`config.mk`:
```
export PLATFORM = sky130hd
export DESIGN_NAME = store_narrow_unit
export DESIGN_NICKNAME = d
export VERILOG_FILES = /design/src/rtl/store_narrow_unit.sv
export SDC_FILE = /design/constraint.sdc
export NUM_CORES = 1
export LEC_CHECK = 0
export CORE_ASPECT_RATIO = 1.5
export CORE_MARGIN = 2
export CORE_UTILIZATION = 40
export CTS_CLUSTER_DIAMETER = 200
export DETAILED_ROUTE_END_ITERATION = 10
export PLACE_DENSITY = 0.7
export SYNTH_ARGS = -nofsm -noshare
export SYNTH_HDL_FRONTEND = slang
export SYNTH_SLANG_ARGS = --single-unit
```
`constraint.sdc`:
```
create_clock -name CLK -period 2.5 [get_ports CLK]
set_input_delay 0.25 -clock CLK [delete_from_list [all_inputs] [get_ports CLK]]
set_output_delay 0.25 -clock CLK [all_outputs]
set_load 0.05 [all_outputs]
```
`src/rtl/store_narrow_unit.sv`:
```
// Store narrowing unit: SB/SH/SW to a word-wide data memory.
// Byte and halfword stores run a read-modify-write with a ready handshake and a wait-limit timeout.
module store_narrow_unit #(
  parameter int unsigned WAIT_LIMIT = 15,
  parameter int unsigned ADDR_W     = 32
) (
  input  logic              CLK,
  input  logic              Reset,
  input  logic              Start,
  input  logic [1:0]        Size,
  input  logic [ADDR_W-1:0] Addr,
  input  logic [31:0]       DataIn,
  output logic              Busy,
  output logic              Done,
  output logic              Error,
  output logic [ADDR_W-1:0] MemAddr,
  output logic              MemRead,
  output logic              MemWrite,
  output logic [31:0]       MemWData,
  input  logic [31:0]       MemRData,
  input  logic              MemReady
);

  typedef enum logic [2:0] {StIdle, StRead, StMerge, StWrite, StDone, StErr} state_e;

  localparam logic [31:0] LimitM1 = WAIT_LIMIT - 1;

  state_e            state_q, state_d;
  logic              half_q;
  logic [ADDR_W-1:0] addr_q;
  logic [15:0]       data_q;
  logic [31:0]       wdata_q;
  logic [31:0]       cnt_q;
  logic [31:0]       merged;
  logic              bad_req;
  logic              timeout;

  assign bad_req = (Size == 2'd3) || ((Size == 2'd1) && Addr[0]) ||
                   ((Size == 2'd2) && (Addr[1:0] != 2'd0));
  assign timeout = (WAIT_LIMIT != 0) && !MemReady && (cnt_q == LimitM1);

  // Big-endian lane insert: byte offset 0 is the most significant byte.
  always_comb begin
    merged = wdata_q;
    if (half_q) begin
      if (addr_q[1]) merged[15:0] = data_q;
      else           merged[31:16] = data_q;
    end else begin
      unique case (addr_q[1:0])
        2'd0: merged[31:24] = data_q[7:0];
        2'd1: merged[23:16] = data_q[7:0];
        2'd2: merged[15:8]  = data_q[7:0];
        2'd3: merged[7:0]   = data_q[7:0];
        default: merged = wdata_q;
      endcase
    end
  end

  always_comb begin
    state_d = state_q;
    unique case (state_q)
      StIdle: begin
        if (Start) begin
          if (bad_req)              state_d = StErr;
          else if (Size == 2'd2)    state_d = StWrite;
          else                      state_d = StRead;
        end
      end
      StRead: begin
        if (MemReady)     state_d = StMerge;
        else if (timeout) state_d = StErr;
      end
      StMerge: state_d = StWrite;
      StWrite: begin
        if (MemReady)     state_d = StDone;
        else if (timeout) state_d = StErr;
      end
      StDone:  state_d = StIdle;
      StErr:   state_d = StIdle;
      default: state_d = StIdle;
    endcase
  end

  always_ff @(posedge CLK) begin
    if (Reset) begin
      state_q <= StIdle;
      half_q  <= 1'b0;
      addr_q  <= '0;
      data_q  <= '0;
      wdata_q <= '0;
      cnt_q   <= '0;
    end else begin
      state_q <= state_d;
      case (state_q)
        StIdle: begin
          if (Start) begin
            half_q  <= (Size == 2'd1);
            addr_q  <= Addr;
            data_q  <= DataIn[15:0];
            wdata_q <= DataIn;
          end
        end
        StRead:  if (MemReady) wdata_q <= MemRData;
        StMerge: wdata_q <= merged;
        default: ;
      endcase
      // Counter is zero whenever an access begins, since READ/WRITE are entered from other states.
      if (((state_q == StRead) || (state_q == StWrite)) && !MemReady) cnt_q <= cnt_q + 32'd1;
      else                                                             cnt_q <= '0;
    end
  end

  assign Busy     = (state_q != StIdle);
  assign Done     = (state_q == StDone);
  assign Error    = (state_q == StErr);
  assign MemRead  = (state_q == StRead);
  assign MemWrite = (state_q == StWrite);
  assign MemAddr  = {addr_q[ADDR_W-1:2], 2'b00};
  assign MemWData = wdata_q;

endmodule

```
Yosys cells after proc, flatten, opt, wreduce, memory -nomap -nowiden
Index checks and enable logic that the tools add are counted.

cells by class
  add/subtract/negate cells = 1
  eq/ne operators = 20
  multiplexer cells = 17
  bitwise gates (word level) = 1
  reductions and logical operators = 19

operator list
  cell                                                              number
  32-bit two-way mux                                                3
  32-bit case mux with 3 select lines                               1
  32-bit by 1-bit adder with 32-bit output, second input constant   1
  32-bit by 4-bit == test with 1-bit output, second input constant  1
  16-bit two-way mux                                                2
  8-bit two-way mux                                                 4
  5-bit AND reduction                                               4
  3-bit two-way mux                                                 5
  3-bit by 2-bit != test with 1-bit output, second input constant   4
  3-bit case mux with 4 select lines                                1
  2-bit == test, second input constant                              4
  3-bit by 2-bit == test with 1-bit output, second input constant   2
  3-bit == test, second input constant                              2
  3-bit != test, second input constant                              2
  3-bit nonzero test                                                2
  2-bit by 1-bit == test with 1-bit output, second input constant   2
  1-bit logical AND                                                 4
  3-bit by 1-bit == test with 1-bit output, second input constant   1
  3-bit zero test                                                   1
  1-bit logical OR                                                  3
  2-bit zero test                                                   1
  2-bit two-way mux                                                 1
  2-bit by 1-bit != test with 1-bit output, second input constant   1
  2-bit != test, second input constant                              1
  5 further kinds                                                   5

storage, ports and cells
  register bits after elaboration = 116
  input bits = 102
  output and inout port bits = 69
  word-level logic and storage cells = 67

Logic depth before layout (Yosys ltp)
Gate-level depths: netlist of run 1.

  depth after elaboration = 7
  mapped depth = 8
  mapped depth without buffers = 6

Worst setup path before layout of run 1
No wires, ideal clock.

  path kind = reg2reg
  start = register state_q[0]
  end = register wdata_q[10], in the netlist MemWData[10]
  setup time = 0.086 ns
  data arrival time = 1.977 ns
  required time = 2.414 ns
  setup slack = 0.438 ns
  stages on the path, launching flop included = 7
  path buffers = 2
  clock period less this slack = 2.062 ns
  cell sequence = dfxtp_1 buf_2 inv_1 nor3_2 clkbuf_1 a221oi_1 a211oi_1

between the ends
  cells in the longest elaborated chain, start to end = 3
  elaborated cells on any way between the ends = 10
  those cells by class = eq/ne: 6; mux: 1; reduce/logical: 3

RTL lines
  what                                                                                                    line  source
  start: declaration                                                                                      28    state_e state_q, state_d;
  start signal: assignment                                                                                86    state_q <= StIdle;
  start signal: assignment                                                                                93    state_q <= state_d;
  3-bit by 1-bit == test with 1-bit output *                                                              n/a
  net MemRead                                                                                             17    output logic MemRead,
  2-bit by 1-bit != test with 1-bit output (no source line) / 3-bit nonzero test (equally long branches)  n/a
  5-bit AND reduction (no source line)                                                                    n/a
  end signal: assignment                                                                                  100   wdata_q <= DataIn;
  end signal: assignment                                                                                  103   StRead: if (MemReady) wdata_q <= MemRData;
  end signal: assignment                                                                                  104   StMerge: wdata_q <= merged;
  end: declaration                                                                                        32    logic [31:0] wdata_q;

The timed path passes the listed nets; every way through them passes the cells marked *.
A chain may end at the register's enable or synchronous reset.

Final worst setup path of run 1
  start = register state_q[2]
  end = output MemWrite

between the ends
  cells in the longest elaborated chain, start to end = 1

RTL lines
  what                                      line  source
  3-bit by 2-bit == test with 1-bit output  117   assign MemWrite = (state_q == StWrite);
  end: declaration                          18    output logic MemWrite,

No other way between the ends.

==> results of run 1 <==
==> path summary, 6_finish.rpt <==
kind / end / startpoint / cells past startpoint
max reg2reg: cnt_q[18]$_SDFF_PP0_ / cnt_q[0]$_SDFF_PP0_ / 5
max: MemWrite / state_q[2]$_SDFFE_PP0P_ / 4
min reg2reg: addr_q[10]$_SDFFE_PP0P_ / addr_q[10]$_SDFFE_PP0P_ / 2
min: addr_q[29]$_SDFFE_PP0P_ / Reset / 2
==> routing by layer <==
layer / track usage (%) / wire length [µm] / up-vias
li1: - / - / 2757
met1: 25.3 / 6780 / 2596
met2: 37.5 / 8520 / 192
met3: 5.54 / 1030 / 29
met4: 7.87 / 386 / 0
met5: 0 / 0 / -
==> flip-flops by register name, indices dropped and copies added, names as in the netlist <==
register  flops
MemWData     32
addr_q       32
cnt_q        32
data_q       16
half_q        1
state_q       3
==> worst max-delay path, cell delays in order (launching register included) <==
cell and delay, ns:
dfxtp_1 0.47, buf_4 0.31, nand2b_2 0.42, nor2_1 0.14
buf_12 0.17
==> final cells by class <==
type,instances,share of cell area (%)
Clock inverter,11,1.98
Clock buffer,21,5.65
Tap cell,192,3.02
Multi-Input combinational cell,507,36.5
Inverter,12,0.565
Sequential cell,116,29.2
Timing Repair Buffer,183,23.1
==> through the flow <==
stage               area (µm²)  setup slack [ns]  power [W]  hold slack, ns  cells
floorplan                 5760             0.438    0.00318           0.359    723
global placement          7360             0.407    0.00371           0.441   1010
detailed placement        7360             0.330    0.00374           0.446   1010
CTS                       7970            0.0655    0.00625           0.265   1042
global route              7970             0.206    0.00646           0.293   1042
finish                    7970             0.333    0.00621           0.287   1042
==> power by group through the flow <==
| stage | sequential, W | clock [W] | combinational [W] |
|---|---|---|---|
| 4_1_cts | 0.00212 | 0.00254 | 0.00159 |
| 3_5_place_dp | 0.00216 | 0 | 0.00158 |
| 6_report | 0.00212 | 0.00250 | 0.00158 |
| 3_3_place_gp | 0.00215 | 0 | 0.00156 |
| 5_1_grt | 0.00214 | 0.00263 | 0.00169 |
| 2_1_floorplan | 0.00241 | 0 | 0.000764 |
==> cells in the final DEF (no fill, tap or decap), types with 15 or more instances in the layout <==
cell             synthesis  layout
nor2b_1                 17      17
a221oi_1                16      16
buf_4                   32      15
a211oi_1                18      18
dfxtp_1                116     115
mux2i_1                 17      17
nand2_1                134     133
a21oi_1                 92      92
clkbuf_16                0      17
nor2_1                  43      43
clkdlybuf4s50_1          0     162
a32o_1                  16      16
o22ai_1                 16      16
o211ai_1                16      16
==> timing repair <==
item | 4_1_cts | 5_1_grt
buffers inserted | 0 | 0
gates resized for setup | 0 | 1
endpoints found under the hold margin | 0 | 0
setup endpoints to repair | 0 | 1
==> cell families after synthesis <==
family	after synthesis	share of synthesized area, %
muxes	17	2.96
AOI/OAI and AO/OA	197	22.0
buffers and inverters	100	9.29
adders and majority gates	2	0.435
other	1	0.0652
DFF	116	40.4
and+or+nand+nor	276	22.9
xor gates and xnor gates	13	1.98
==> flow_summary.toml, run 1 <==
[outcome]
status = "finished clean"

[sta]
period_share_pct = 86.7
fmax_mhz = 461
slew-limit-headroom_pct = 52.7
slew_violations = 0
rsz0062_at_grt = "no"
min_period_ns = 2.17
setup_violations = 0
skew_ns = 0.00721
hold_violations = 0
setup_tns_ns = 0
tightestPinTransition_ns = 0.705

[floorplan]
dieArea_um2 = 15400
initial_core_util_pct = 40.9
dieHeight_um = 151
die_x_um = 102
io_pins = 171
fp.coreArea_um2 = 14100
rows = 53

[synth]
synth_cells = 722
synth_common_cells = "nand2_1 (134), dfxtp_1 (116), a21oi_1 (92)"
synth_enable_flop_cells = 0
synthesis.area_um2 = 5750
ys_seq_area_share_pct = 40.4
yosysMostFrequentCell = "nand2_1"
ys.flop_type = "dfxtp_1"
synth-async-reset-ratio_pct = 0
synthDistinctLibCells = 56
ys_seq_elements = 116
synth_warnings = 0
synth.area.top_cells = "dfxtp_1 (40%), nand2_1 (8.7%), a21oi_1 (8.0%)"
synth_top_area_share_pct = 40.4
synth_top_cell_by_area = "dfxtp_1"
syn_avg_cell_area_um2 = 7.97

[cells_and_area]
seq_area_um2 = 2320
fin_nets = 941
multi_input_area_um2 = 2910
finalCoreUtilization_pct = 56.7
areaGrowthSynthToFinish_pct = 38.5
n_fill_cell = 1321
drive_above_1_share_pct = 7.88
n_antenna_cell = 0

[cts]
cts.path.max_buffers = 2
cts_sinks = 116
cts-buffers-inserted = 17
cts-root-buf = "clkbuf_16"
hold_buffers = 0
h-tree-depth = 4
clkLatencyLatePin_ns = 0.41
cts_tree = "yes"
clk_pin_slew_worst_paths_ns = 0.05

[global_route]
grt-ovfl-total = 0
grt_pass1_vias = 5340
antenna_found_initial = 0
grt_pass1_wl_um = 26200
grt_max_degree = 52
groute.usage.overall_pct = 21.6

[detailed_routing]
routed_wl_um = 16700
vias = 5574
drcViolationCount = 0
drt_iter0_markers = 291
wl_per_cell_um = 16.1
ant_nets = 0
dr.pass1.iters = 4
viasPerCell = 5.35

[critical_path]
cp_data_arrival_time_ns = 1.92
r2r_slack_ns = 0.39
worst-path-max-fanout = 25
endpoint_kind = "primary output"
crit_type = "reg2out"
cp-start-kind = "register"
required_ns = 2.25

[place]
place.gp.congestion = 0.850
dp_hpwl_um = 12000
port_buffers = 168

[power_and_ir_drop]
leakagePower_nw = 2.69
p_sw_share_pct = 30.7
internal_power_w = 0.00431
power_density_nw_per_um2 = 779
vdd_drop_max_mv = 0.451
p_seq_share_pct = 34.2
p_switching_w = 0.00190
pwr-share-comb_pct = 25.5
clock_power_share_pct = 40.3

[min_path]
hold_class = "in2reg"

[job]
drv_cap = 0
No activity file was read; power rests on OpenSTA's default activity.
==> inputs of run 2 (changes only) <==
--- a/config.mk
+++ b/config.mk
@@ -7,10 +7,10 @@
 export LEC_CHECK = 0
 export CORE_ASPECT_RATIO = 1.5
 export CORE_MARGIN = 2
-export CORE_UTILIZATION = 40
+export CORE_UTILIZATION = 48
 export CTS_CLUSTER_DIAMETER = 200
 export DETAILED_ROUTE_END_ITERATION = 10
-export PLACE_DENSITY = 0.7
+export PLACE_DENSITY = 0.81
 export SYNTH_ARGS = -nofsm -noshare
 export SYNTH_HDL_FRONTEND = slang
 export SYNTH_SLANG_ARGS = --single-unit
==> run 2 against run 1 <==
Register-to-register slack barely moved. Critical path depth fell by 1. Hold slack got worse by 0.097 ns. Clock power rose by 6%. First-iteration DRC count rose by 42%. Sequential power barely moved. Maximum frequency rose by 0.17%. Non-clock buffer count fell by 1. Global-route usage rose by 4.8 points. Die area fell by 16%. Via count rose by 3.4%. Final area fell by 0.20%. Critical path type unchanged. Critical endpoint unchanged. Highest routed layer is now met5.
==> flow_summary.toml, run 2 (synthesis gave the netlist of run 1 again) <==
[outcome]
status = "finished clean"

[job]
drv_cap = 0

[place]
dp_slack_ns = 0.241
port_buffers = 168
dp_cells = 970
place.gp.congestion = 0.838
dp_hpwl_um = 11900

[detailed_routing]
wl_per_cell_um = 17.0
vias = 5765
dr_wl_met2_um = 8850
m1WireLength_um = 6510
dr.pass1.iters = 5
drcViolationCount = 0
ant_nets = 0
routed.top_layer = "met5"
wl_met3_um = 1140
routed_wl_um = 17000
viasPerCell = 5.75
drt_iter0_markers = 413

[sta]
rsz0062_at_grt = "no"
setup_tns_ns = 0
min_period_ns = 2.16
skew_ns = 0.0115
tightestPinTransition_ns = 0.788
slew_violations = 0
hold_violations = 0
period_share_pct = 86.6
slew-limit-headroom_pct = 47.5
fmax_mhz = 462
setup_violations = 0
setup_slack_ns = 0.336
holdWs_ns = 0.190

[cts]
cts-buffers-inserted = 17
cts.path.max_buffers = 2
clk_pin_slew_worst_paths_ns = 0.05
cts-root-buf = "clkbuf_16"
cts_sinks = 116
cts.repair.resized = 0
hold_buffers = 0
postCtsSetupRepairBufs = 0
h-tree-depth = 4
cts_tree = "yes"
clkLatencyLatePin_ns = 0.41

[critical_path]
worst-path-max-fanout = 18
cp-start-kind = "register"
cp_data_arrival_time_ns = 1.91
endpoint_kind = "primary output"
required_ns = 2.25
crit_type = "reg2out"

[global_route]
grt-ovfl-total = 0
antenna_found_initial = 1
grt_pass1_vias = 5626
grt_max_degree = 61
grt_pass1_wl_um = 27300
groute.usage.overall_pct = 26.4

[floorplan]
initial_core_util_pct = 48.6
rows = 49
io_pins = 171
die_x_um = 93.4
dieHeight_um = 138
dieArea_um2 = 12900
fp.coreArea_um2 = 11800

[cells_and_area]
final_cell_mix = "clkdlybuf4s50_1 (162), nand2_1 (133), dfxtp_1 (115)"
final_common_cell = "clkdlybuf4s50_1"
drive_above_1_share_pct = 7.77
n_fill_cell = 948
areaGrowthSynthToFinish_pct = 38.2
n_antenna_cell = 0
fin_nets = 940
final_cell_count_no_fill = 1002

[power_and_ir_drop]
leakagePower_nw = 2.68
power_density_nw_per_um2 = 800
vdd_drop_max_mv = 0.524
power_w = 0.00636

[min_path]
hold_class = "in2reg"
## run 2: cell types whose count changed in the layout (fill, tap and decap cells not counted), sizes merged
cell      delta
bufinv       +1
clkinv       -5
buf          -1
clkinvlp     +5
clkbuf       -1
## run 2: path summary, 6_finish.rpt
check                     startpoint  slack, ns  cells past startpoint                       to
min reg2reg  addr_q[11]$_SDFFE_PP0P_       0.45                      2  addr_q[11]$_SDFFE_PP0P_
max          state_q[2]$_SDFFE_PP0P_       0.34                      3                 MemWrite
min                            Reset       0.19                      2   addr_q[0]$_SDFFE_PP0P_
max reg2reg      cnt_q[7]$_SDFF_PP0_       0.39                      4     cnt_q[23]$_SDFF_PP0_
## run 2: area by class of cell
class / count / area [µm²] / area share [%]
Timing Repair Buffer: 182 / 1830 / 23.0
Multi-Input combinational cell: 507 / 2910 / 36.6
Sequential cell: 116 / 2320 / 29.2
Clock buffer: 20 / 447 / 5.62
Clock inverter: 12 / 204 / 2.56
Inverter: 12 / 45.0 / 0.566
Tap cell: 153 / 191 / 2.41
## run 2: power by group
group / internal (W) / switching, W
Sequential: 0.00201 / 0.000112
Combinational: 0.000614 / 0.000973
Clock: 0.00179 / 0.000860
## run 2: worst max-delay path: stages (launching register included)
cell	delay (ns)
dfxtp_1	0.46
nand2b_1	0.67
nor2_1	0.17
buf_12	0.20
## run 2: per-stage QoR
stage | cell area, µm² | utilization (%)
2_1_floorplan | 5760 | -
3_3_place_gp | 7300 | 61.7
3_5_place_dp | 7300 | 61.7
4_1_cts | 7950 | 67.2
5_1_grt | 7950 | 67.2
6_report | 7950 | 67.2
## run 2: layer usage
metal  vias up  global-route usage [%]
met1      2713                    29.6
li1       2764                       -
met5         -                       0
met4         2                    11.5
met3        46                    6.65
met2       240                    46.3
